### config.mk
export PLATFORM = sky130hd
export DESIGN_NAME = mlp_seq_ctrl
export DESIGN_NICKNAME = d
export VERILOG_FILES = /design/src/rtl/mlp_seq_ctrl.sv
export SDC_FILE = /design/constraint.sdc
export NUM_CORES = 1
export LEC_CHECK = 0
export ABC_AREA = 1
export ABC_CLOCK_PERIOD_IN_PS = 6040
export CORE_UTILIZATION = 48
export DETAILED_ROUTE_END_ITERATION = 12
export PLACE_DENSITY = 0.7
export SKIP_CTS_REPAIR_TIMING = 1
export SLEW_MARGIN = 10
export SYNTH_ARGS = -nofsm -noshare
export SYNTH_HDL_FRONTEND = slang
export SYNTH_SLANG_ARGS = --single-unit
### constraint.sdc
create_clock -name clk -period 6.04 [get_ports clk]
set_clock_uncertainty 0.2 [all_clocks]
set_input_delay 1.208 -clock clk [delete_from_list [all_inputs] [get_ports clk]]
set_output_delay 1.208 -clock clk [all_outputs]
set_load 0.01 [all_outputs]
### src/rtl/mlp_seq_ctrl.sv
// mlp_seq_ctrl: sequential 11-2-1 MLP on one shared MAC; optional inf_cnt output under MLP_SEQ_CNT_EN
module mlp_seq_ctrl (
   input  logic        clk,
   input  logic        rst,
   input  logic [43:0] inp,
   input  logic        in_valid,
   output logic        in_ready,
   output logic [19:0] out,
   output logic        out_valid,
   input  logic        out_ready,
   output logic        busy
`ifdef MLP_SEQ_CNT_EN
   ,
   output logic [15:0] inf_cnt
`endif
);
   typedef enum logic [2:0] {IDLE, L0N0, L0N1, L1, DONE} state_t;
   state_t state, state_n;
   logic [43:0] x;
   logic [3:0] k, feat;
   logic signed [19:0] acc, sum;
   logic signed [12:0] mul_a;
   logic signed [7:0] mul_b;
   logic signed [20:0] prod;
   logic [11:0] h0, h1, hid_relu;
   logic last;
   function automatic logic signed [7:0] w0(input logic [3:0] i);
      case (i)
         4'd0: w0 = -8'sd23;  4'd1: w0 = 8'sd72;   4'd2: w0 = 8'sd16;
         4'd3: w0 = -8'sd8;   4'd4: w0 = 8'sd40;   4'd5: w0 = -8'sd12;
         4'd6: w0 = 8'sd34;   4'd7: w0 = 8'sd18;   4'd8: w0 = 8'sd12;
         4'd9: w0 = -8'sd56;  default: w0 = -8'sd88;
      endcase
   endfunction
   function automatic logic signed [7:0] w1(input logic [3:0] i);
      case (i)
         4'd3: w1 = 8'sd9;    4'd4: w1 = 8'sd0;    4'd5, 4'd7, 4'd9: w1 = -8'sd8;
         4'd6, 4'd10: w1 = -8'sd7;
         default: w1 = -8'sd4;
      endcase
   endfunction
   assign in_ready = (state == IDLE);
   assign busy = (state != IDLE);
   // MAC operand select, hidden ReLU on the 13-bit sum, and next-state
   always_comb begin
      feat = 4'(x >> {k, 2'b00});
      mul_a = (state == L1) ? (k[0] ? {1'b0, h1} : {1'b0, h0}) : {9'd0, feat};
      mul_b = (state == L1) ? (k[0] ? -8'sd4 : -8'sd6) : ((state == L0N1) ? w1(k) : w0(k));
      prod = mul_a * mul_b;
      sum = acc + prod[19:0];
      hid_relu = sum[12] ? 12'd0 : sum[11:0];
      last = (state == L1) ? (k == 4'd1) : (k == 4'd10);
      state_n = state;
      case (state)
         IDLE: state_n = in_valid ? L0N0 : IDLE;
         L0N0: state_n = last ? L0N1 : L0N0;
         L0N1: state_n = last ? L1 : L0N1;
         L1:   state_n = last ? DONE : L1;
         DONE: state_n = out_ready ? IDLE : DONE;
         default: state_n = IDLE;
      endcase
   end
   // state register and datapath: capture, accumulate, layer hand-off, output hold
   always_ff @(posedge clk or posedge rst) begin
      if (rst) begin
         state <= IDLE;
         x <= '0;
         k <= '0;
         acc <= '0;
         h0 <= '0;
         h1 <= '0;
         out <= '0;
         out_valid <= 1'b0;
`ifdef MLP_SEQ_CNT_EN
         inf_cnt <= '0;
`endif
      end else begin
         state <= state_n;
         if (state == IDLE && in_valid) begin
            x <= inp;
            acc <= 20'sd688;
            k <= '0;
         end
         if (state == L0N0 || state == L0N1 || state == L1) begin
            acc <= sum;
            k <= last ? 4'd0 : k + 4'd1;
         end
         if (state == L0N0 && last) begin
            h0 <= hid_relu;
            acc <= 20'sd108;
         end
         if (state == L0N1 && last) begin
            h1 <= hid_relu;
            acc <= 20'sd27282;
         end
         if (state == L1 && last) begin
            out <= sum[19] ? 20'd0 : {1'b0, sum[18:0]};
            out_valid <= 1'b1;
         end
         if (state == DONE && out_ready) begin
            out_valid <= 1'b0;
`ifdef MLP_SEQ_CNT_EN
            inf_cnt <= inf_cnt + 16'd1;
`endif
         end
      end
   end
endmodule

Word level (Yosys, flattened, before mapping)
Memories as Yosys holds them, arrays and structs flattened.
Cells that the tools add are included.
{"block": "word_totals", "reg_bits": 116, "mem_bits_ro": 128, "in_bits": 48, "output_inout_bits": 23, "word_cells": 63, "n_memories": 1}
{"memory": "(no name shown)", "words": 16, "word_bits": 8, "read_ports": 1, "rd_clocked_by_memory_dff": 0, "write_ports": 0, "line": "28", "rtl": "case (i)"}
{"block": "op_classes", "n_addsub": 2, "multipliers": 1, "n_eq_ne": 12, "shifts": 1, "muxes": 24, "n_reduce_logical": 14}
{"op": "20-bit two-way mux", "n": 4}
{"op": "44-bit by 6-bit >> shifter with 4-bit output", "n": 1}
{"op": "12-bit two-way mux", "n": 3}
{"op": "8-bit case mux with 4 select lines", "n": 1}
{"op": "20-bit adder", "n": 1}
{"op": "13-bit by 8-bit multiplier with 20-bit output", "n": 1}
{"op": "19-bit two-way mux", "n": 1}
{"op": "4-bit by 3-bit == test with 1-bit output (second input constant)", "n": 4}
{"op": "8-bit two-way mux", "n": 2}
{"op": "3-bit case mux with 5 select lines", "n": 1}
{"op": "4-bit two-way mux", "n": 3}
{"op": "3-bit two-way mux", "n": 3}
{"op": "4-bit == test (second input constant)", "n": 2}
{"op": "3-bit by 2-bit == test with 1-bit output (second input constant)", "n": 2}
{"op": "1-bit logical AND", "n": 5}
{"op": "1-bit two-way mux", "n": 5}
{"op": "4-bit by 1-bit adder with 4-bit output (second input constant)", "n": 1}
{"op": "4-bit by 1-bit == test with 1-bit output (second input constant)", "n": 1}
{"op": "4-bit by 2-bit == test with 1-bit output (second input constant)", "n": 1}
{"op": "2-bit nonzero test", "n": 2}
{"op": "4-bit nonzero test", "n": 1}
{"op": "3-bit by 1-bit == test with 1-bit output (second input constant)", "n": 1}
{"op": "3-bit == test (second input constant)", "n": 1}
{"op": "3-bit zero test", "n": 1}
{"op": "other kinds (5)", "n": 6}

Depth between registers and ports, before layout
Gate-level depths: netlist of run 1.
{"block": "logic_depth", "ltp_word": 10, "depth_mapped": 32, "ltp_nobuf": 30}

Worst setup path after synthesis of run 1
OpenSTA, ideal clock, no wires.
{"block": "synth_timing", "path_type": "reg2reg", "start": "register k[1]", "end": "register out[9]", "setup_ns": 0.066, "arrival_ns": 5.539, "t_required_ns": 5.774, "slack_ns": 0.235, "path_stages_with_launch": 30, "path_buffers": 2, "synth_period_minus_slack_ns": 5.805, "cell_sequence": "dfrtp_1 > inv_2 > buf_2 > ha_1 > inv_1 > o21ai_1 > nand3_2 > nand2_4 > nand3_1 > inv_1 > nor2_1 > fa_1 > inv_1 > fa_1 > inv_1 > fa_1 > fa_1 > fa_1 > ha_1 > nand2_1 > nor2_1 > nand2_1 > nand3_1 > nand2_1 > nand2_1 > inv_1 > nand3_4 > buf_6 > nand3_2 > nand2_1"}
{"block": "synth_via", "elab_chain_len": 8, "word_cells_on_any_way": 21, "cone_classes": "add/sub (1); mul (1); eq/ne (8); shift (1); mux (6); reduce/logical (3); memory (1)"}
{"element": "from (decl)", "line": "20", "rtl": "logic [3:0] k, feat;"}
{"element": "from (signal assigned)", "line": "86", "rtl": "k <= last ? 4'd0 : k + 4'd1;"}
{"element": "4-bit by 3-bit == test with 1-bit output (tied with other cells)", "line": "36", "rtl": "case (i)"}
{"element": "3-bit OR reduction or 2-bit OR reduction (tied branches)", "line": "36"}
{"element": "8-bit case mux with 4 select lines", "line": "36"}
{"element": "8-bit two-way mux (2 in a row)", "line": "48", "rtl": "mul_b = (state == L1) ? (k[0] ? -8'sd4 : -8'sd6) : ((state == L0N1) ? w1(k) : w0(k));"}
{"element": "13-bit by 8-bit multiplier with 20-bit output", "line": "49", "rtl": "prod = mul_a * mul_b;"}
{"element": "20-bit adder", "line": "50", "rtl": "sum = acc + prod[19:0];"}
{"element": "19-bit two-way mux", "line": "97", "rtl": "out <= sum[19] ? 20'd0 : {1'b0, sum[18:0]};"}
{"element": "to (signal assigned)", "line": "97"}
{"element": "to (decl)", "line": "8", "rtl": "output logic [19:0] out,"}
Several ways; a longest one is shown, not always the timed one.
A chain may end at the register's enable or synchronous reset.

Worst setup path in the final report of run 1
{"block": "layout_timing", "start": "register k[1]", "end": "register h0[10]"}
{"block": "layout_via", "elab_chain_len": 8, "word_cells_on_any_way": 21, "cone_classes": "add/sub (1); mul (1); eq/ne (8); shift (1); mux (6); reduce/logical (3); memory (1)"}
{"element": "4-bit by 3-bit == test with 1-bit output (tied with other cells)", "line": "36"}
{"element": "3-bit OR reduction or 2-bit OR reduction (tied branches)", "line": "36"}
{"element": "8-bit case mux with 4 select lines", "line": "36"}
{"element": "8-bit two-way mux (2 in a row)", "line": "48"}
{"element": "13-bit by 8-bit multiplier with 20-bit output", "line": "49"}
{"element": "20-bit adder", "line": "50"}
{"element": "12-bit two-way mux", "line": "51", "rtl": "hid_relu = sum[12] ? 12'd0 : sum[11:0];"}
{"element": "to (signal assigned)", "line": "89", "rtl": "h0 <= hid_relu;"}
{"element": "to (decl)", "line": "25", "rtl": "logic [11:0] h0, h1, hid_relu;"}
Several ways; a longest one is shown, not always the timed one.

==> results.cfg, run 1 <==
[status]
status = complete, no violations

[critical_path]
rrSetupSlack_ps = 200
cp.required_ps = 6170
critPathLaunch = k[1]$_DFFE_PP0P_
path_max_fanout = 6
timing.rr.start = k[1]$_DFFE_PP0P_
critPathKind = flop to flop
end_kind = flop
cp.depth = 28
slowest_delay_ps = 570
worstReg2RegEnd = h0[10]$_DFFE_PP0P_
worstPathArrival_ps = 5970
rr_worst_depth = 28
cp-start-kind = flop
critPathTopFamily = adder cells
crit_buf_inv = 6
slowest_stage = fa_2

[die]
rows = 50
die_w_um = 141.1
die_area_mm2 = 0.01991
initial_utilization = 0.4934
die_height_um = 141.1
ios = 71
core_area_mm2 = 0.01883

[placed_design]
place.detailed.hpwl_mm = 19.79
io_buffers = 69
gp_congestion = 0.9050
pre_cts_slack_ps = -112.6

[global_route]
grt_pass1_vias = 8165
grt-ovfl-total = 0
grt_pass1_wl_mm = 41.21
grt_max_degree = 81
grt_usage = 0.2681
antenna_found_initial = 0

[sta]
finalHoldViolCount = 0
fin_crit_sh = 0.9665
finalWorstSetupSlack_ps = 202.6
worst_slew_pin_slew_ps = 975.6
slew_headroom = 0.3496
drv_slew = 0
finalSetupTns_ps = 0
setup_viol = 0
fin_crit_ps = 5837
fmax_mhz = 171.3

[cts]
cts.sinks = 115
clock-root-buffer = clkbuf_16
clock_latency_ps = 410
cts_inserted_buffers = 17
clkTransAtPathRegs_ps = 50
cts_tree = done
cts.htree.levels = 4
cts.path.max_buffers = 2

[detailed_routing]
viasPerCell = 5.073
num_vias = 7975
ant_nets = 0
drc = 0
drt_first_pass_iters = 5
wl_per_cell_um = 16.09
drt_iter0_drc = 582
totalWireLength_mm = 25.30

[synth]
synth_top_cell_by_area = dfrtp_1
async_reset_ff_frac = 1.000
synth_edf_count = 0
synth_seq_area_share = 0.3098
synth_area_mm2 = 0.009290
synth_seq_cells = 115
yosys_warnings = 0
synth_area_leaders = dfrtp_1, fa_1, nand2_1, ha_1, inv_1
yosys.area.top_type_share = 0.3098
syn_inst = 1162
ys_types = 41
ys.flop_type = dfrtp_1
syn_area_per_cell_um2 = 7.995

[hold_path]
holdPathEnd = out[5]$_DFFE_PP0P_
hp-class = flop to flop
hold_depth = 2
min_from = out[5]$_DFFE_PP0P_

[cells_and_area]
drive_above_1_share = 0.1463
fill_cells = 1603
areaGrowthSynthToFinish_pct = 24.42
antenna_cells_inserted = 0
multi_input_area_mm2 = 0.005658
ff_latch_area_mm2 = 0.002880
nets = 1487

[job]
maxCapViolCount = 0
-- per-layer routing --
| layer | part of all wire | global-route usage | wire length [um] |
|---|---|---|---|
| met3 | 0.042 | 0.03668 | 1068 |
| met1 | 0.43 | 0.3426 | 10780 |
| met5 | 0 | 0 | 0 |
| met2 | 0.51 | 0.4700 | 12820 |
| met4 | 0.025 | 0.08410 | 632 |
-- worst max path at each step --
stage                          to  slack, ps
3_3_place_gp    h0[4]$_DFFE_PP0P_         80
2_1_floorplan  out[9]$_DFFE_PP0P_        240
6_report       h0[10]$_DFFE_PP0P_        200
5_1_grt         h1[7]$_DFFE_PP0P_        -30
4_1_cts         h1[5]$_DFFE_PP0P_       -170
3_5_place_dp    h1[5]$_DFFE_PP0P_       -110
-- cells in the mapped netlist (2+ instances only) --
library cell,n
dfrtp_1,115
nand3_2,12
nor2_1,84
or2_2,3
ha_1,59
o22a_1,2
a31oi_1,2
nand3b_1,6
nor2_4,3
o21ai_1,11
nand3_4,2
inv_2,12
clkbuf_1,13
nand2_2,5
o22ai_1,14
conb_1,2
nor3_1,2
nand4_1,3
a21oi_1,32
o221ai_1,2
nand3_1,57
fa_1,79
o21ai_0,70
nor2_2,3
nand2_1,325
xnor2_1,4
xor2_1,6
inv_1,189
o211ai_1,6
and2_1,9
buf_6,3
nand2_4,4
buf_2,15
-- worst register-to-register path: cells and delay by family, from the launching register on --
| family | cells | cell delay [ps] |
|---|---|---|
| AO/OA/AOI/OAI | 1 | 120 |
| AND/OR/NAND/NOR | 13 | 1400 |
| buffers and inverters | 6 | 680 |
| XOR/XNOR | 1 | 190 |
| adder cells (fa/ha/maj) | 7 | 2760 |
| flip-flops | 1 | 450 |
-- cell usage in the layout, fill, tap and decap left out, types with 4 or more instances in the layout --
cell | Yosys | final
a21oi_1 | 32 | 31
and2_1 | 9 | 9
buf_4 | 1 | 71
clkbuf_16 | 0 | 18
clkdlybuf4s50_1 | 0 | 69
conb_1 | 2 | 9
dfrtp_1 | 115 | 113
fa_1 | 79 | 76
ha_1 | 59 | 53
inv_1 | 189 | 185
inv_2 | 12 | 14
inv_6 | 0 | 4
nand2_1 | 325 | 321
nand2_2 | 5 | 9
nand2_4 | 4 | 4
nand3_1 | 57 | 52
nand3_2 | 12 | 17
nand3b_1 | 6 | 6
nor2_1 | 84 | 80
nor2_2 | 3 | 7
o211ai_1 | 6 | 6
o21ai_0 | 70 | 66
o21ai_1 | 11 | 9
o21ai_2 | 0 | 5
o22ai_1 | 14 | 14
xnor2_1 | 4 | 4
xor2_1 | 6 | 4
-- flip-flops by register name (all words and copies together), names as in the netlist --
register and flops:
k 4, h1 12, state 3, out_valid 1, x 44, out 19
h0 12, acc 20
-- metrics by stage --
step                      hold WS (ps)  cells  utilization  instance area (um2)
after floorplan                  243.6   1169            -                 9316
after global placement           261.9   1535       0.5692                10720
after detailed placement         265.4   1535       0.5692                10720
after CTS                        281.0   1565       0.6008                11310
after global routing             299.2   1572       0.6138                11560
final                            280.5   1572       0.6138                11560
-- cell type report --
cell class                      instances  share of cell area
Clock buffer                           18             0.03800
Clock inverter                         12             0.01353
Inverter                              202             0.06646
Multi-Input combinational cell        819              0.4895
Sequential cell                       115              0.2492
Tap cell                              260             0.02814
Timing Repair Buffer                  146              0.1152
-- cell families after synthesis --
| kind of cell | count (synthesis) | synth area share |
|---|---|---|
| and+or+nand+nor | 520 | 0.2454 |
| buffers and inverters | 235 | 0.1010 |
| AOI/OAI and AO/OA | 142 | 0.08391 |
| adders and majority gates | 138 | 0.2497 |
| DFF | 115 | 0.3098 |
| xor gates and xnor gates | 10 | 0.009427 |
| other | 2 | 0.0008084 |
Power of run 1 is left out: the tool's default activity adds up to more than one toggle a clock period on the data nets, which glitch-free logic cannot reach.
==> run 2, diff against run 1 <==
SETUP_SLACK_MARGIN = 0.5   (was default)
==> run 2 against run 1 <==
- critical path type unchanged
- hold slack improved by 1.4 ps
- die area stayed put
- non-clock buffer count is 31 lower
- critical endpoint is now h0[5]$_DFFE_PP0P_
- worst setup slack got worse by 150 ps
- largest cell class unchanged
- flip-flop and latch count stayed put
==> results.cfg, run 2 (synthesized netlist as in run 1, its figures left out) <==
[sta]
setup_viol = 0
finalHoldViolCount = 0
fin_crit_ps = 5990
fmax_mhz = 166.9
rsz0062_at_grt = true
finalWorstSetupSlack_ps = 49.96
slew_headroom = 0.3278
drv_slew = 0
fin_crit_sh = 0.9917
worst_slew_pin_slew_ps = 1008

[cells_and_area]
multi_input_area_mm2 = 0.005901
nets = 1461
largest_register_ffs = 44
fill_cells = 1601
areaGrowthSynthToFinish_pct = 25.00
largestRegisters = x (44), acc (20), out (19)
mostFrequentLayoutCells = nand2_1, inv_1, dfrtp_1
fin_cells = 1548
drive_above_1_share = 0.1553
ff_latch_area_mm2 = 0.002880
largest_register = x
final_common_cell = nand2_1
antenna_cells_inserted = 0

[critical_path]
timing.rr.start = k[0]$_DFFE_PP0P_
crit_end = h0[5]$_DFFE_PP0P_
rrSetupSlack_ps = 50
worstPathArrival_ps = 6070
worstReg2RegEnd = h0[5]$_DFFE_PP0P_
critPathLaunch = k[0]$_DFFE_PP0P_
end_kind = flop
rr_worst_depth = 22
path_max_fanout = 6
cp-start-kind = flop
cp.required_ps = 6120
critPathKind = flop to flop

[cts]
cts_inserted_buffers = 17
clock_latency_ps = 420
cts.sinks = 115
cts.path.max_buffers = 2
clkTransAtPathRegs_ps = 60
cts_tree = done
cts.htree.levels = 4
clock-root-buffer = clkbuf_16

[global_route]
grt_pass1_wl_mm = 40.88
antenna_found_initial = 0
grt_pass1_vias = 8006
grt-ovfl-total = 0
grt_usage = 0.2661
grt_max_degree = 81

[hold_path]
hold_depth = 2
hp-class = flop to flop

[status]
status = complete, no violations

[detailed_routing]
totalWireLength_mm = 26.15
viasPerCell = 5.251
ant_nets = 0
wl_per_cell_um = 16.90
drt_iter0_drc = 615
drc = 0
drt_first_pass_iters = 5
num_vias = 8128

[die]
die_height_um = 141.1
initial_utilization = 0.4934
die_area_mm2 = 0.01991
core_area_mm2 = 0.01883
die_w_um = 141.1
ios = 71
rows = 50

[placed_design]
place.detailed.hpwl_mm = 19.45
placedCellCount = 1497
gp_congestion = 0.9309
pre_cts_slack_ps = -25.86
io_buffers = 69

[job]
maxCapViolCount = 0
## run 2: cell types whose count changed in the layout (fill, tap and decap cells not counted), sizes merged
cell      before  now
clkinv         5    3
nand3         71   74
inv          205  208
nand2        335  336
clkinvlp       1    5
bufinv         3    2
buf           76   44
## run 2: worst max-delay path, stage by stage, from the launching register on
cell,delay (ps)
dfrtp_2,470
inv_2,110
buf_6,130
nand2_1,120
o22ai_1,220
a21oi_1,120
o21ai_2,340
nand3_2,130
fa_1,570
fa_1,430
inv_2,80
fa_2,460
fa_1,540
fa_1,490
ha_4,320
nand2_1,90
nor2_2,170
nand2_1,90
nand2_2,110
xor2_4,230
clkinvlp_4,230
nand2_2,130
o21ai_1,70
## run 2: layer usage
layer	wire [um]	vias up	GRT usage
li1	-	3837	-
met1	10980	3970	0.3433
met2	13080	267	0.4581
met3	1252	54	0.03770
met4	840	0	0.09153
met5	0	-	0
## run 2: how the worst min path moves through the flow
stage                        startpoint             endpoint
finish              out[10]$_DFFE_PP0P_  out[10]$_DFFE_PP0P_
global route          x[12]$_DFFE_PP0P_    x[12]$_DFFE_PP0P_
CTS                 out[10]$_DFFE_PP0P_  out[10]$_DFFE_PP0P_
detailed placement   out[8]$_DFFE_PP0P_   out[8]$_DFFE_PP0P_
global placement     out[5]$_DFFE_PP0P_   out[5]$_DFFE_PP0P_
floorplan             x[33]$_DFFE_PP0P_    x[33]$_DFFE_PP0P_
## run 2: layout make-up
cell class	instances	area share
flip-flops and latches	115	0.2480
well taps	260	0.02801
clock buffers	17	0.03663
repair inverters	1	0.0006465
inverters	202	0.06659
repair buffers	115	0.09708
multi-input cells	823	0.5081
clock inverters	15	0.01487
## run 2: per-stage QoR
stage,cell area [um2],util,hold WS [ps],setup TNS [ps]
after floorplan,9371,-,243.6,0
after global placement,10460,0.5552,262.7,0
after detailed placement,10460,0.5552,263.7,-107.3
after CTS,11050,0.5870,281.9,-402.0
after global routing,11610,0.6167,296.0,-3843
final,11610,0.6167,281.8,0
Power of run 2 is left out for the same reason.
==> run 3, diff against run 2 <==
CTS_BUF_LIST = sky130_fd_sc_hd__clkbuf_8   (was default)
REMOVE_ABC_BUFFERS = 1   (was default)
==> run 3 against run 2 <==
- global-route usage down 0.88 points
- sequential share of layout area down 0.19 points
- worst setup slack better by 140 ps
- flip-flop and latch count unchanged
- highest routed layer unchanged
==> results.cfg, run 3 (synthesized netlist as in run 1, its figures left out) <==
[cts]
cts_inserted_buffers = 17
cts.path.max_buffers = 2
cts.sinks = 115
clkTransAtPathRegs_ps = 80
cts.htree.levels = 4
cts_tree = done
clock_latency_ps = 450
clock-root-buffer = clkbuf_8

[cells_and_area]
mostFrequentLayoutCells = nand2_1, inv_1, dfrtp_1
largest_register = x
antenna_cells_inserted = 0
drive_above_1_share = 0.1901
postLayoutCoreUtil = 0.6211
final_common_cell = nand2_1
largest_register_ffs = 44
areaGrowthSynthToFinish_pct = 25.90
fill_cells = 1613
nets = 1488
design_area_mm2 = 0.01170
largestRegisters = x (44), acc (20), out (19)

[sta]
fin_crit_ps = 5853
worst_slew_pin_slew_ps = 1020
setup_viol = 0
rsz0062_at_grt = true
fin_crit_sh = 0.9690
slew_headroom = 0.3197
finalSetupTns_ps = 0
drv_slew = 0
finalHoldViolCount = 0
fmax_mhz = 170.9

[placed_design]
io_buffers = 69
gp_congestion = 0.9568
place.detailed.hpwl_mm = 18.74
placed_area_mm2 = 0.01051

[die]
core_area_mm2 = 0.01883
die_height_um = 141.1
initial_utilization = 0.4934
rows = 50
ios = 71
die_area_mm2 = 0.01991
die_w_um = 141.1

[critical_path]
slowest_stage = fa_1
worstPathArrival_ps = 5970
cp.required_ps = 6160
critPathKind = flop to flop
path_max_fanout = 5
slowest_delay_ps = 600
cp-start-kind = flop
end_kind = flop

[detailed_routing]
num_vias = 7992
drt_iter0_drc = 583
drt_first_pass_iters = 6
ant_nets = 0
drc = 0
wl_per_cell_um = 16.01
viasPerCell = 5.074
totalWireLength_mm = 25.22

[status]
status = complete, no violations

[global_route]
grt_max_degree = 83
grt_pass1_vias = 7678
grt-ovfl-total = 0
grt_pass1_wl_mm = 39.52
antenna_found_initial = 0
grt_usage = 0.2574

[job]
maxCapViolCount = 0

[hold_path]
hp-class = flop to flop
## run 3: metrics by stage
stage / setup slack, ps / instances / hold WS (ps)
2_1_floorplan: -44.48 / 1136 / 243.6
4_1_cts: -7.140 / 1542 / 284.4
3_5_place_dp: 34.38 / 1510 / 262.8
5_1_grt: -28.07 / 1575 / 300.1
6_report: 187.2 / 1575 / 283.0
3_3_place_gp: 98.38 / 1510 / 259.4
## run 3: final timing paths
kind | from | endpoint | slack (ps) | depth (start not counted)
max | k[1]$_DFFE_PP0P_ | h1[2]$_DFFE_PP0P_ | 190 | 26
min | x[32]$_DFFE_PP0P_ | x[32]$_DFFE_PP0P_ | 280 | 2
max reg2reg | k[1]$_DFFE_PP0P_ | h1[2]$_DFFE_PP0P_ | 190 | 26
min reg2reg | x[32]$_DFFE_PP0P_ | x[32]$_DFFE_PP0P_ | 280 | 2
max in group asynchronous | rst | h1[10]$_DFFE_PP0P_ | 3470 | 3
min in group asynchronous | rst | out[3]$_DFFE_PP0P_ | 1160 | 2
## run 3: worst max-delay path: cells and delay by family, from the launching register on
kind,cells,cell delay (ps)
xor gates and xnor gates,1,230
adders and majority gates,7,3120
and+or+nand+nor,12,1090
DFF,1,460
AOI/OAI and AO/OA,1,60
buffers and inverters,5,560
## run 3: area by class of cell
type	instances	area (um2)	area share
Multi-Input combinational cell	820	5952	0.5089
Sequential cell	115	2879	0.2461
Timing Repair Buffer	144	1364	0.1166
Inverter	202	774.5	0.06622
Tap cell	260	325.3	0.02781
Clock buffer	18	247.7	0.02118
Clock inverter	14	141.4	0.01209
Timing Repair inverter	2	12.51	0.001070
## run 3: metal layers
metal	share of wire	wire length [um]	GRT usage	vias to the layer above
met3	0.045	1129	0.03465	43
met5	0	0	0	-
met1	0.47	11940	0.3712	3852
li1	-	-	-	3870
met4	0.019	467	0.07780	0
met2	0.46	11680	0.4031	227
Power of run 3 is left out for the same reason.
==> RTL edit 1 (settings of run 3) <==
Encoding of `state_t`: now one-hot (5 bits for 5 states).
--- a/src/rtl/mlp_seq_ctrl.sv
+++ b/src/rtl/mlp_seq_ctrl.sv
@@ -14,7 +14,7 @@
    output logic [15:0] inf_cnt
 `endif
 );
-   typedef enum logic [2:0] {IDLE, L0N0, L0N1, L1, DONE} state_t;
+   typedef enum logic [4:0] {IDLE = 5'b00001, L0N0 = 5'b00010, L0N1 = 5'b00100, L1 = 5'b01000, DONE = 5'b10000} state_t;
    state_t state, state_n;
    logic [43:0] x;
    logic [3:0] k, feat;
Check against the original RTL: no difference found for any inputs over 10 cycles, from zero or initial values and one cycle with rst high; not proved beyond that.
==> RTL edit 1 against run 3 <==
- sequential cell count is 2 higher
- first-iteration DRC count is 9.6% higher
- via count is 5.0% higher
- design area is 3.9% higher
- area after synthesis is 2.1% higher
- routed wire length is 4.8% higher
- setup slack worse by 0.090 ns
Power is not shown: default switching activity piles up to over one toggle a cycle in this logic, so the estimate is an artifact.
==> RTL edit 1: results <==
[placement]
gp_congestion = 0.975
post-place-ws_ns = -0.0897
dpl_cell_area_mm2 = 0.0109
hpwlAfterDp_mm = 19.1

[synthesis]
synth_area_per_cell_um2 = 8.02
synth_commonest_cells = "nand2_1, inv_1, dfrtp_1"
yosys-top-cells-area = "dfrtp_1, fa_1, nand2_1"
synth_cell_type_count = 49
ys_seq_area_share_pct = 30.9
synth-compound-area-share_pct = 8.54
synthXorXnorAreaFrac_pct = 0.831

[route]
wl_per_cell_um = 16.4
drtIter0Drc = 639
drt_first_pass_iters = 5
vias = 8394

[cells_and_area]
fin_nets = 1517
final_layout_size_suffix_gt1_share_pct = 21.1
instances_no_fill = 1609

[run_status]
status = "complete, no violations"

[critical_path]
cp-startpoint = "k[0]"
slowest_delay_ns = 0.56
cp.depth = 29
regToRegSetupSlack_ns = 0.1
crit_end = "out[12]"
arrival_ns = 6.16

[clock_network]
insertion_delay_ns = 0.47
clock-sinks = 117

[grt]
track_usage_pct = 26.3
grt_pass1_vias = 8189
grt_pass1_wl_mm = 40.8

[timing]
max_slew_margin_pct = 20.2
fin_crit_sh_pct = 98.4

[worst_hold_path]
worstHoldStart = "x[35]"
## RTL edit 1: changes by cell type in the layout (fill, tap and decap cells not counted), sizes merged, moves of 3 or more
cell             run 3  this run
nand2              336       362
and2                 9         2
a21oi               33        38
o22ai               14         8
buf                 73        88
nand4                3         6
o21ai               82        89
clkinvlp             5         2
inv                207       191
## RTL edit 1: final cells by class
type,count,area (um^2)
tap,265,332
timing repair buffer,159,1490
clock inverter,13,171
sequential,117,2940
clock buffer,19,262
inverter,190,728
fill,1634,7240
multi-input combinational,846,6240
## RTL edit 1: worst min-delay path by stage
stage | to | slack, ns
2_1_floorplan | x[32] | 0.24
3_3_place_gp | x[35] | 0.26
3_5_place_dp | x[35] | 0.26
4_1_cts | x[35] | 0.28
5_1_grt | x[35] | 0.29
6_report | x[35] | 0.28
## RTL edit 1: routing by layer
layer	track usage [%]	vias up	part of all wire [%]
met5	0	-	0
met4	6.79	0	2.4
met3	4.85	57	5.8
met2	42.9	287	48
met1	36.0	4075	44
li1	-	3975	-
==> RTL edit 2 (flow settings as in run 3) <==
Made on the original files. Add a define of `MLP_SEQ_CNT_EN`.
--- a/src/rtl/mlp_seq_ctrl.sv
+++ b/src/rtl/mlp_seq_ctrl.sv
@@ -1,4 +1,6 @@
 // mlp_seq_ctrl: sequential 11-2-1 MLP on one shared MAC; optional inf_cnt output under MLP_SEQ_CNT_EN
+`define MLP_SEQ_CNT_EN
+
 module mlp_seq_ctrl (
    input  logic        clk,
    input  logic        rst,
Formal check against the unedited RTL (old outputs only; new: inf_cnt): no difference found for any inputs over 10 cycles, from zero or initial values and one cycle with rst high; that may be too few to reach the edited logic, so the function may still have changed.
==> RTL edit 2 against run 3 <==
- area after synthesis is 7.1% higher
- sequential share of layout area grew 1.1 points
- count of clock-buffer cells in the layout unchanged
- synthesized cell count grew 6.2%
- sequential cell count rose by 16
- design area grew 9.1%
- critical path depth decreased by 1
- routed wire length increased by 5.3%
- setup slack improved by 0.14 ns
- critical endpoint is now h0[10]
- largest cell class unchanged
- highest routed layer unchanged
Power is left out: the tool's default activity adds up to more than one toggle a clock period on the data nets, which glitch-free logic cannot reach.
==> RTL edit 2: results <==
[placement]
gp_congestion = 0.911
portBuffers = 85
post-place-ws_ns = -0.00925
hpwlAfterDp_mm = 19.2

[route]
vias_per_cell = 5.19
wl_met2_mm = 12.4
finalWirelength_mm = 26.6
drt_first_pass_iters = 5
route.layer.met1.wl_mm = 12.0

[clock_network]
insertion_delay_ns = 0.47

[critical_path]
regToRegSetupSlack_ns = 0.32
reg2reg_from = "k[0]"
path_max_fanout = 8
crit_end = "h0[10]"
reg2reg_depth = 25
slowest_delay_ns = 0.58
arrival_ns = 5.91
crit-reg2reg-capture = "h0[10]"

[synthesis]
synth_cell_type_count = 40
ys_seq_area_share_pct = 32.9
yosys-top-cells-area = "dfrtp_1, fa_1, nand2_1"
synthXorXnorAreaFrac_pct = 2.02
synthAdderAreaFrac_pct = 23.4
synth_top_cell_area_share_pct = 32.9
synth-compound-area-share_pct = 7.15

[cells_and_area]
fin_nets = 1576
n_fill_cell = 1716
nonClockBufferCount = 162
multi_input_area_mm2 = 0.00639
clk_share_pct = 3.19
seq_area_mm2 = 0.00328

[grt]
grt_max_degree = 49
grtUsageMet1_pct = 35.9
grt_pass1_wl_mm = 42.2
grt_pass1_vias = 8427
grtUsageMet2_pct = 38.6
track_usage_pct = 25.0

[worst_hold_path]
holdPathEnd = "x[13]"

[timing]
finalWorstSetupSlack_ns = 0.324
fin_crit_ns = 5.72

[run_status]
status = "complete, no violations"
==> RTL edit 2: metrics by stage <==
stage / instance area (um^2) / TNS [ns] / cells / utilization (%) / hold WS [ns]
after floorplan: 9800 / -3.69 / 1207 / - / 0.244
after global placement: 11500 / 0 / 1627 / 56.7 / 0.261
after detailed placement: 11500 / -0.00925 / 1627 / 56.7 / 0.265
after CTS: 11900 / -0.173 / 1659 / 58.7 / 0.288
after global routing: 12800 / 0 / 1672 / 62.9 / 0.307
final: 12800 / 0 / 1672 / 62.9 / 0.285
==> RTL edit 2: cell families (layout without fill, tap and decap cells) <==
logic type,count (synthesis),count (layout)
other,2,9
buffers and inverters,237,397
adder cells (fa/ha/maj),139,139
AND/OR/NAND/NOR,573,574
AO/OA/AOI/OAI,129,129
XOR/XNOR,23,23
flip-flops,131,131
